===== config.mk =====
export PLATFORM = sky130hd
export DESIGN_NAME = pc_lut_loader_flat
export DESIGN_NICKNAME = d
export VERILOG_FILES = /design/src/rtl/pc_lut_loader_if.sv /design/src/rtl/pc_lut_loader.sv /design/src/flat_wrapper.sv
export SDC_FILE = /design/constraint.sdc
export NUM_CORES = 1
export LEC_CHECK = 0
export CAP_MARGIN = 20
export CORE_ASPECT_RATIO = 1.75
export CORE_MARGIN = 2
export CORE_UTILIZATION = 55
export CTS_CLUSTER_DIAMETER = 50
export DETAILED_ROUTE_END_ITERATION = 6
export PLACE_DENSITY = 0.75
export SYNTH_ARGS = -nofsm -noshare
export SYNTH_HDL_FRONTEND = slang
export SYNTH_SLANG_ARGS = --single-unit

===== constraint.sdc =====
create_clock -name clk_i -period 6.75 [get_ports clk_i]
set_input_delay 1.0125 -clock clk_i [delete_from_list [all_inputs] [get_ports clk_i]]
set_output_delay 1.0125 -clock clk_i [all_outputs]
set_load 0.02 [all_outputs]

===== src/rtl/pc_lut_loader_if.sv =====
// pc_lut_loader_if: load-stream handshake, status and fetch read port of the
// branch-target table loader.
//   start        - one-cycle load request (sampled in IDLE)
//   in_valid     - byte present on in_data
//   in_data      - stream byte
//   in_ready     - loader accepts a byte this cycle
//   busy         - loader is not in IDLE
//   done         - one-cycle pulse when a load completes
//   err          - sticky checksum error
//   addr         - fetch read index
//   target       - table[addr], combinational
//   target_valid - valid[addr], combinational
// master: the side that drives the stream and the read index.
// slave:  the loader itself.
interface pc_lut_loader_if #(
  parameter int unsigned D = 10
);
  logic         start;
  logic         in_valid;
  logic [7:0]   in_data;
  logic         in_ready;
  logic         busy;
  logic         done;
  logic         err;
  logic [3:0]   addr;
  logic [D-1:0] target;
  logic         target_valid;

  modport master (
    output start, in_valid, in_data, addr,
    input  in_ready, busy, done, err, target, target_valid
  );

  modport slave (
    input  start, in_valid, in_data, addr,
    output in_ready, busy, done, err, target, target_valid
  );
endinterface


===== src/rtl/pc_lut_loader.sv =====
// pc_lut_loader: programmable 16-entry branch-target table with a byte-serial
// load port. Entries arrive as little-endian byte pairs (low byte, then high
// byte); only the low D-8 bits of the high byte are stored. The fetch read
// port (addr -> target, target_valid) is combinational.
// Ports:
//   clk_i - clock, all state updates on the rising edge
//   rst_i - asynchronous active-high reset, clears all state
//   bus   - pc_lut_loader_if.slave (stream, status, read port)
// Build option: define PC_LUT_LOADER_CHECKSUM_EN to require a trailing XOR
// checksum byte after the 32 data bytes; a mismatch sets err and invalidates
// every entry. Without it err is tied low.
module pc_lut_loader #(
  parameter int unsigned D = 10,
  parameter int unsigned N = 16
) (
  input  logic         clk_i,
  input  logic         rst_i,
  pc_lut_loader_if.slave bus
);

  localparam int unsigned IDX_W = 4;
  localparam logic [IDX_W-1:0] LAST_IDX = IDX_W'(N - 1);

  typedef enum logic [2:0] {
    S_IDLE,
    S_LO,
    S_HI,
`ifdef PC_LUT_LOADER_CHECKSUM_EN
    S_CHECK,
`endif
    S_DONE
  } state_t;

  state_t           state_q, state_d;
  logic [IDX_W-1:0] idx_q, idx_d;
  logic [7:0]       lo_q, lo_d;
  logic [N-1:0]     valid_q, valid_d;
  logic [D-1:0]     tbl_q [N];
  logic             tbl_we;
  logic [D-1:0]     tbl_wdata;
  logic             in_ready_c;
  logic             accept_c;
`ifdef PC_LUT_LOADER_CHECKSUM_EN
  logic             err_q, err_d;
  logic [7:0]       xor_q, xor_d;
`endif

  // Ready is decoded from state alone so in_valid never reaches in_ready.
  always_comb begin
    in_ready_c = 1'b0;
    case (state_q)
      S_LO, S_HI: in_ready_c = 1'b1;
`ifdef PC_LUT_LOADER_CHECKSUM_EN
      S_CHECK:    in_ready_c = 1'b1;
`endif
      default:    in_ready_c = 1'b0;
    endcase
  end

  assign accept_c  = bus.in_valid && in_ready_c;
  assign tbl_wdata = {bus.in_data[D-9:0], lo_q};

  // Next-state and datapath control.
  always_comb begin
    state_d = state_q;
    idx_d   = idx_q;
    lo_d    = lo_q;
    valid_d = valid_q;
    tbl_we  = 1'b0;
`ifdef PC_LUT_LOADER_CHECKSUM_EN
    err_d   = err_q;
    xor_d   = xor_q;
`endif
    case (state_q)
      S_IDLE: begin
        if (bus.start) begin
          state_d = S_LO;
          idx_d   = '0;
          valid_d = '0;
`ifdef PC_LUT_LOADER_CHECKSUM_EN
          err_d   = 1'b0;
          xor_d   = '0;
`endif
        end
      end
      S_LO: begin
        if (accept_c) begin
          lo_d    = bus.in_data;
`ifdef PC_LUT_LOADER_CHECKSUM_EN
          xor_d   = xor_q ^ bus.in_data;
`endif
          state_d = S_HI;
        end
      end
      S_HI: begin
        if (accept_c) begin
          tbl_we         = 1'b1;
          valid_d[idx_q] = 1'b1;
`ifdef PC_LUT_LOADER_CHECKSUM_EN
          xor_d          = xor_q ^ bus.in_data;
`endif
          if (idx_q == LAST_IDX) begin
`ifdef PC_LUT_LOADER_CHECKSUM_EN
            state_d = S_CHECK;
`else
            state_d = S_DONE;
`endif
          end else begin
            idx_d   = idx_q + IDX_W'(1);
            state_d = S_LO;
          end
        end
      end
`ifdef PC_LUT_LOADER_CHECKSUM_EN
      // Bad checksum keeps the table data but hides every entry from fetch.
      S_CHECK: begin
        if (accept_c) begin
          if (bus.in_data != xor_q) begin
            err_d   = 1'b1;
            valid_d = '0;
          end
          state_d = S_DONE;
        end
      end
`endif
      S_DONE: begin
        state_d = S_IDLE;
      end
      default: begin
        state_d = S_IDLE;
      end
    endcase
  end

  // Control state.
  always_ff @(posedge clk_i or posedge rst_i) begin
    if (rst_i) begin
      state_q <= S_IDLE;
      idx_q   <= '0;
      lo_q    <= '0;
      valid_q <= '0;
`ifdef PC_LUT_LOADER_CHECKSUM_EN
      err_q   <= 1'b0;
      xor_q   <= '0;
`endif
    end else begin
      state_q <= state_d;
      idx_q   <= idx_d;
      lo_q    <= lo_d;
      valid_q <= valid_d;
`ifdef PC_LUT_LOADER_CHECKSUM_EN
      err_q   <= err_d;
      xor_q   <= xor_d;
`endif
    end
  end

  // Target table storage.
  always_ff @(posedge clk_i or posedge rst_i) begin
    if (rst_i) begin
      for (int i = 0; i < int'(N); i++) begin
        tbl_q[i] <= '0;
      end
    end else if (tbl_we) begin
      tbl_q[idx_q] <= tbl_wdata;
    end
  end

  assign bus.in_ready     = in_ready_c;
  assign bus.busy         = (state_q != S_IDLE);
  assign bus.done         = (state_q == S_DONE);
`ifdef PC_LUT_LOADER_CHECKSUM_EN
  assign bus.err          = err_q;
`else
  assign bus.err          = 1'b0;
`endif
  assign bus.target       = tbl_q[bus.addr];
  assign bus.target_valid = valid_q[bus.addr];

endmodule

===== src/flat_wrapper.sv =====
// flat-port wrapper written by rule: the top's interface ports become plain ports
module pc_lut_loader_flat 
#(
  parameter int unsigned D = 10,
  parameter int unsigned N = 16
)
  (clk_i, rst_i, bus_start, bus_in_valid, bus_in_data, bus_addr, bus_in_ready, bus_busy, bus_done, bus_err, bus_target, bus_target_valid);
  pc_lut_loader_if #(.D(D)) bus_i ();
  input  logic clk_i;
  input  logic rst_i;
  input wire logic [$bits(bus_i.start)-1:0] bus_start;
  input wire logic [$bits(bus_i.in_valid)-1:0] bus_in_valid;
  input wire logic [$bits(bus_i.in_data)-1:0] bus_in_data;
  input wire logic [$bits(bus_i.addr)-1:0] bus_addr;
  output wire logic [$bits(bus_i.in_ready)-1:0] bus_in_ready;
  output wire logic [$bits(bus_i.busy)-1:0] bus_busy;
  output wire logic [$bits(bus_i.done)-1:0] bus_done;
  output wire logic [$bits(bus_i.err)-1:0] bus_err;
  output wire logic [$bits(bus_i.target)-1:0] bus_target;
  output wire logic [$bits(bus_i.target_valid)-1:0] bus_target_valid;
  assign bus_i.start = bus_start;
  assign bus_i.in_valid = bus_in_valid;
  assign bus_i.in_data = bus_in_data;
  assign bus_i.addr = bus_addr;
  assign bus_in_ready = bus_i.in_ready;
  assign bus_busy = bus_i.busy;
  assign bus_done = bus_i.done;
  assign bus_err = bus_i.err;
  assign bus_target = bus_i.target;
  assign bus_target_valid = bus_i.target_valid;
  pc_lut_loader #(.D(D), .N(N)) u_core (.clk_i(clk_i), .rst_i(rst_i), .bus(bus_i));
endmodule

==> results.sh <==
export IMPL_place_inst=778
export IMPL_min_period_ps=4492
export IMPL_hold_end="u_core.valid_q[14]"
export IMPL_antenna_found_initial=0
export IMPL_worst_hold_slack_ps=496.4
export IMPL_powerDensity_mw_per_mm2=303.4
export IMPL_clkTransAtPathRegs_ps=70
export IMPL_ys_seq_elements=190
export IMPL_overflow=0
export IMPL_fin_cells=811
export IMPL_cts_buffer_depth=2
export IMPL_dr_total_vias=5162
export IMPL_root_buffer="clkbuf_16"
export IMPL_skew_ps=13.46
export IMPL_post_cts_resized=0
export IMPL_hold_start="u_core.valid_q[14]"
export IMPL_maxCapViolCount=0
export IMPL_postCtsSetupRepairBufs=0
export IMPL_synthTopCellsByArea="dfrtp_1, mux2_2, mux4_2"
export IMPL_clk_latency_ps=430
export IMPL_rows=61
export IMPL_slowest_stage="buf_2"
export IMPL_dieArea_mm2=0.01704
export IMPL_tightestPinTransition_ps=905.3
export IMPL_total_power_mw=2.981
export IMPL_cts_made_buffers=17
export IMPL_chipHeight_um=171.2
export IMPL_regToRegStartpoint="u_core.idx_q[0]"
export IMPL_htree_levels=4
export IMPL_io_pins=31
export IMPL_switching_share_pct=31.20
export IMPL_nFillCells=1134
export IMPL_slew_headroom_pct=39.65
export IMPL_status="finished clean"
export IMPL_post_route_period_util_pct=66.55
export IMPL_synth_top_area_cell="dfrtp_1"
export IMPL_drt_wl_total_um=20160
export IMPL_worstPathMaxFanout=20
export IMPL_post_place_ws_ps=2251
export IMPL_wl_met2_um=10720
export IMPL_postCtsHoldBufs=0
export IMPL_coreArea_mm2=0.01580
export IMPL_portBuffers=29
export IMPL_path_class="primary input to primary output"
export IMPL_intPower_mw=2.051
export IMPL_syn_inst=586
export IMPL_cp_slowest_stage_delay_ps=560
export IMPL_grt_pass1_vias=5599
export IMPL_synth_fp_nets=612
export IMPL_rsz0062_at_grt="false"
export IMPL_max_freq_mhz=222.6
export IMPL_required_ps=5740
export IMPL_r2r_setup_slack_ps=4430
export IMPL_min_path_cells=2
export IMPL_antenna_left=0
export IMPL_syn_area_per_cell_um2=14.99
export IMPL_worstPathCellList="buf_2 > buf_4 > mux4_2 > a22oi_1 > nand2_1 > clkdlybuf4s50_1"
export IMPL_clockPowerShare_pct=33.8
export IMPL_drt_met1_wl_um=7791
export IMPL_syn2layout_area_growth_pct=11.83
export IMPL_hold_path_class="register to register"
export IMPL_layout_setup_ws_ps=2258
export IMPL_cp_data_arrival_time_ps=3480
export IMPL_hpwl_um=13110
export IMPL_wl_met3_um=785
export IMPL_drv_slew=0
export IMPL_final_setup_tns_ps=0
export IMPL_multi_input_area_mm2=0.003816
export IMPL_end_kind="primary output"
export IMPL_synth_seq_area_share_pct=54.12
export IMPL_setup_viol=0
export IMPL_final_util_pct=62.19
export IMPL_p_leak_nw=4.588
export IMPL_ir_drop_mv=0.3068
export IMPL_critPathLaunchType="primary input"
export IMPL_drc_errors=0
export IMPL_worst_r2r_cell_count=5
export IMPL_r2r_end="u_core.tbl_q[137]"
export IMPL_cts_sinks=190
export IMPL_layout_drive_gt1_share_pct=43.89
export IMPL_maxUsedRoutingLayer="met4"
export IMPL_n_antenna_cell=0
export IMPL_yosysTopAreaCellShare_pct=54.12
export IMPL_grt_pass1_wl_um=32200
export IMPL_initial_core_util_pct=55.61
export IMPL_synth_cell_type_count=27
export IMPL_cts_tree="built"
export IMPL_wl_per_cell_um=24.86
export IMPL_final_area_mm2=0.009826
export IMPL_ys_warn_count=0
export IMPL_die_w_um=99.54
export IMPL_p_comb_share_pct=17.7
export IMPL_routed_via_density=6.365
export IMPL_syn_area_mm2=0.008786
export IMPL_dr_pass1_iters=5
export IMPL_switching_power_uw=930.2
export IMPL_drt_iter0_markers=252
export IMPL_place_congestion=0.8114
export IMPL_grt_max_degree=90
export IMPL_seq_power_share_pct=48.5
export IMPL_grt_total_usage_pct=25.51
export IMPL_area_sequential_mm2=0.004755
export IMPL_place_area_mm2=0.009194
export IMPL_layout_nets=635
export IMPL_hold_viol_final=0
==> worst max-delay path, delay by kind of cell <==
| kind | cells | cell delay [ps] |
|---|---|---|
| mux | 1 | 530 |
| compound gates | 1 | 350 |
| simple gates | 1 | 110 |
| buf+inv | 3 | 1460 |
==> layer usage <==
layer	up-vias	GRT usage [%]
met5	-	0
met4	0	12.03
met3	44	4.429
met2	129	43.42
met1	2762	31.67
li1	2227	-
==> cells in the mapped netlist (all sizes together) <==
| cell type | instances |
|---|---|
| o41ai | 3 |
| o21ai | 2 |
| a31oi | 16 |
| nor2b | 7 |
| mux2i | 3 |
| nor2 | 33 |
| a22oi | 23 |
| nand2b | 5 |
| nand2 | 23 |
| inv | 7 |
| mux4 | 44 |
| dfrtp | 190 |
| buf | 19 |
| a41oi | 2 |
| a21oi | 3 |
| nand3 | 6 |
| conb | 1 |
| ha | 10 |
| mux2 | 168 |
| clkbuf | 17 |
| and2 | 2 |
| nor3 | 2 |
==> layout by cell type, fill, tap and decap left out, types with 2 or more instances in the layout <==
cell / instances
a21oi_1: 3
a22oi_1: 23
a31oi_1: 16
a41oi_1: 2
and2_1: 2
buf_2: 2
buf_4: 10
clkbuf_16: 17
clkdlybuf4s50_1: 27
clkinv_4: 3
clkinv_8: 3
dfrtp_1: 190
ha_1: 10
inv_1: 6
inv_6: 3
inv_8: 4
mux2_2: 168
mux2i_1: 3
mux4_2: 44
nand2_1: 23
nand2b_1: 5
nand3_1: 4
nand3_2: 2
nor2_1: 19
nor2_2: 4
nor2_4: 10
nor2b_1: 7
nor3_1: 2
o21ai_0: 2
o41ai_1: 3
==> cell families after synthesis <==
logic type                 share of synthesized area [%]
muxes                                              33.15
other                                            0.04268
DFF                                                54.12
and+or+nand+nor                                    4.927
AOI/OAI and AO/OA                                  3.888
buffers and inverters                              2.449
adders and majority gates                          1.424
==> registers in the layout, summed over array words and instances, names as in the netlist <==
register and flops:
u_core.valid_q 16, u_core.state_q 2, u_core.idx_q 4, u_core.lo_q 8, u_core.tbl_q 160
==> cell type report <==
class	instances	area share [%]
clock inverter	14	1.783
sequential	190	48.39
multi-input combinational	353	38.84
clock buffer	18	4.368
inverter	7	0.3183
timing repair buffer	40	3.897
tap	189	2.407
==> how the worst max path moves through the flow <==
stage | start | slack [ps] | end | cells after the start
2_1_floorplan | rst_i | 570 | u_core.idx_q[0] | 1
5_1_grt | bus_addr[0] | 2120 | bus_target[5] | 6
4_1_cts | bus_addr[0] | 2240 | bus_target[3] | 6
6_report | bus_addr[0] | 2260 | bus_target[3] | 6
3_5_place_dp | bus_addr[0] | 2250 | bus_target[3] | 6
3_3_place_gp | bus_addr[0] | 2280 | bus_target[3] | 6
==> power by group through the flow <==
stage	combinational [mW]	clock, mW	sequential, mW
3_5_place_dp	0.524	0	1.46
3_3_place_gp	0.507	0	1.45
2_1_floorplan	0.442	0	1.35
6_report	0.528	1.01	1.44
5_1_grt	0.574	1.07	1.47
4_1_cts	0.529	1.03	1.44
Power figures use the tool's default switching activity.
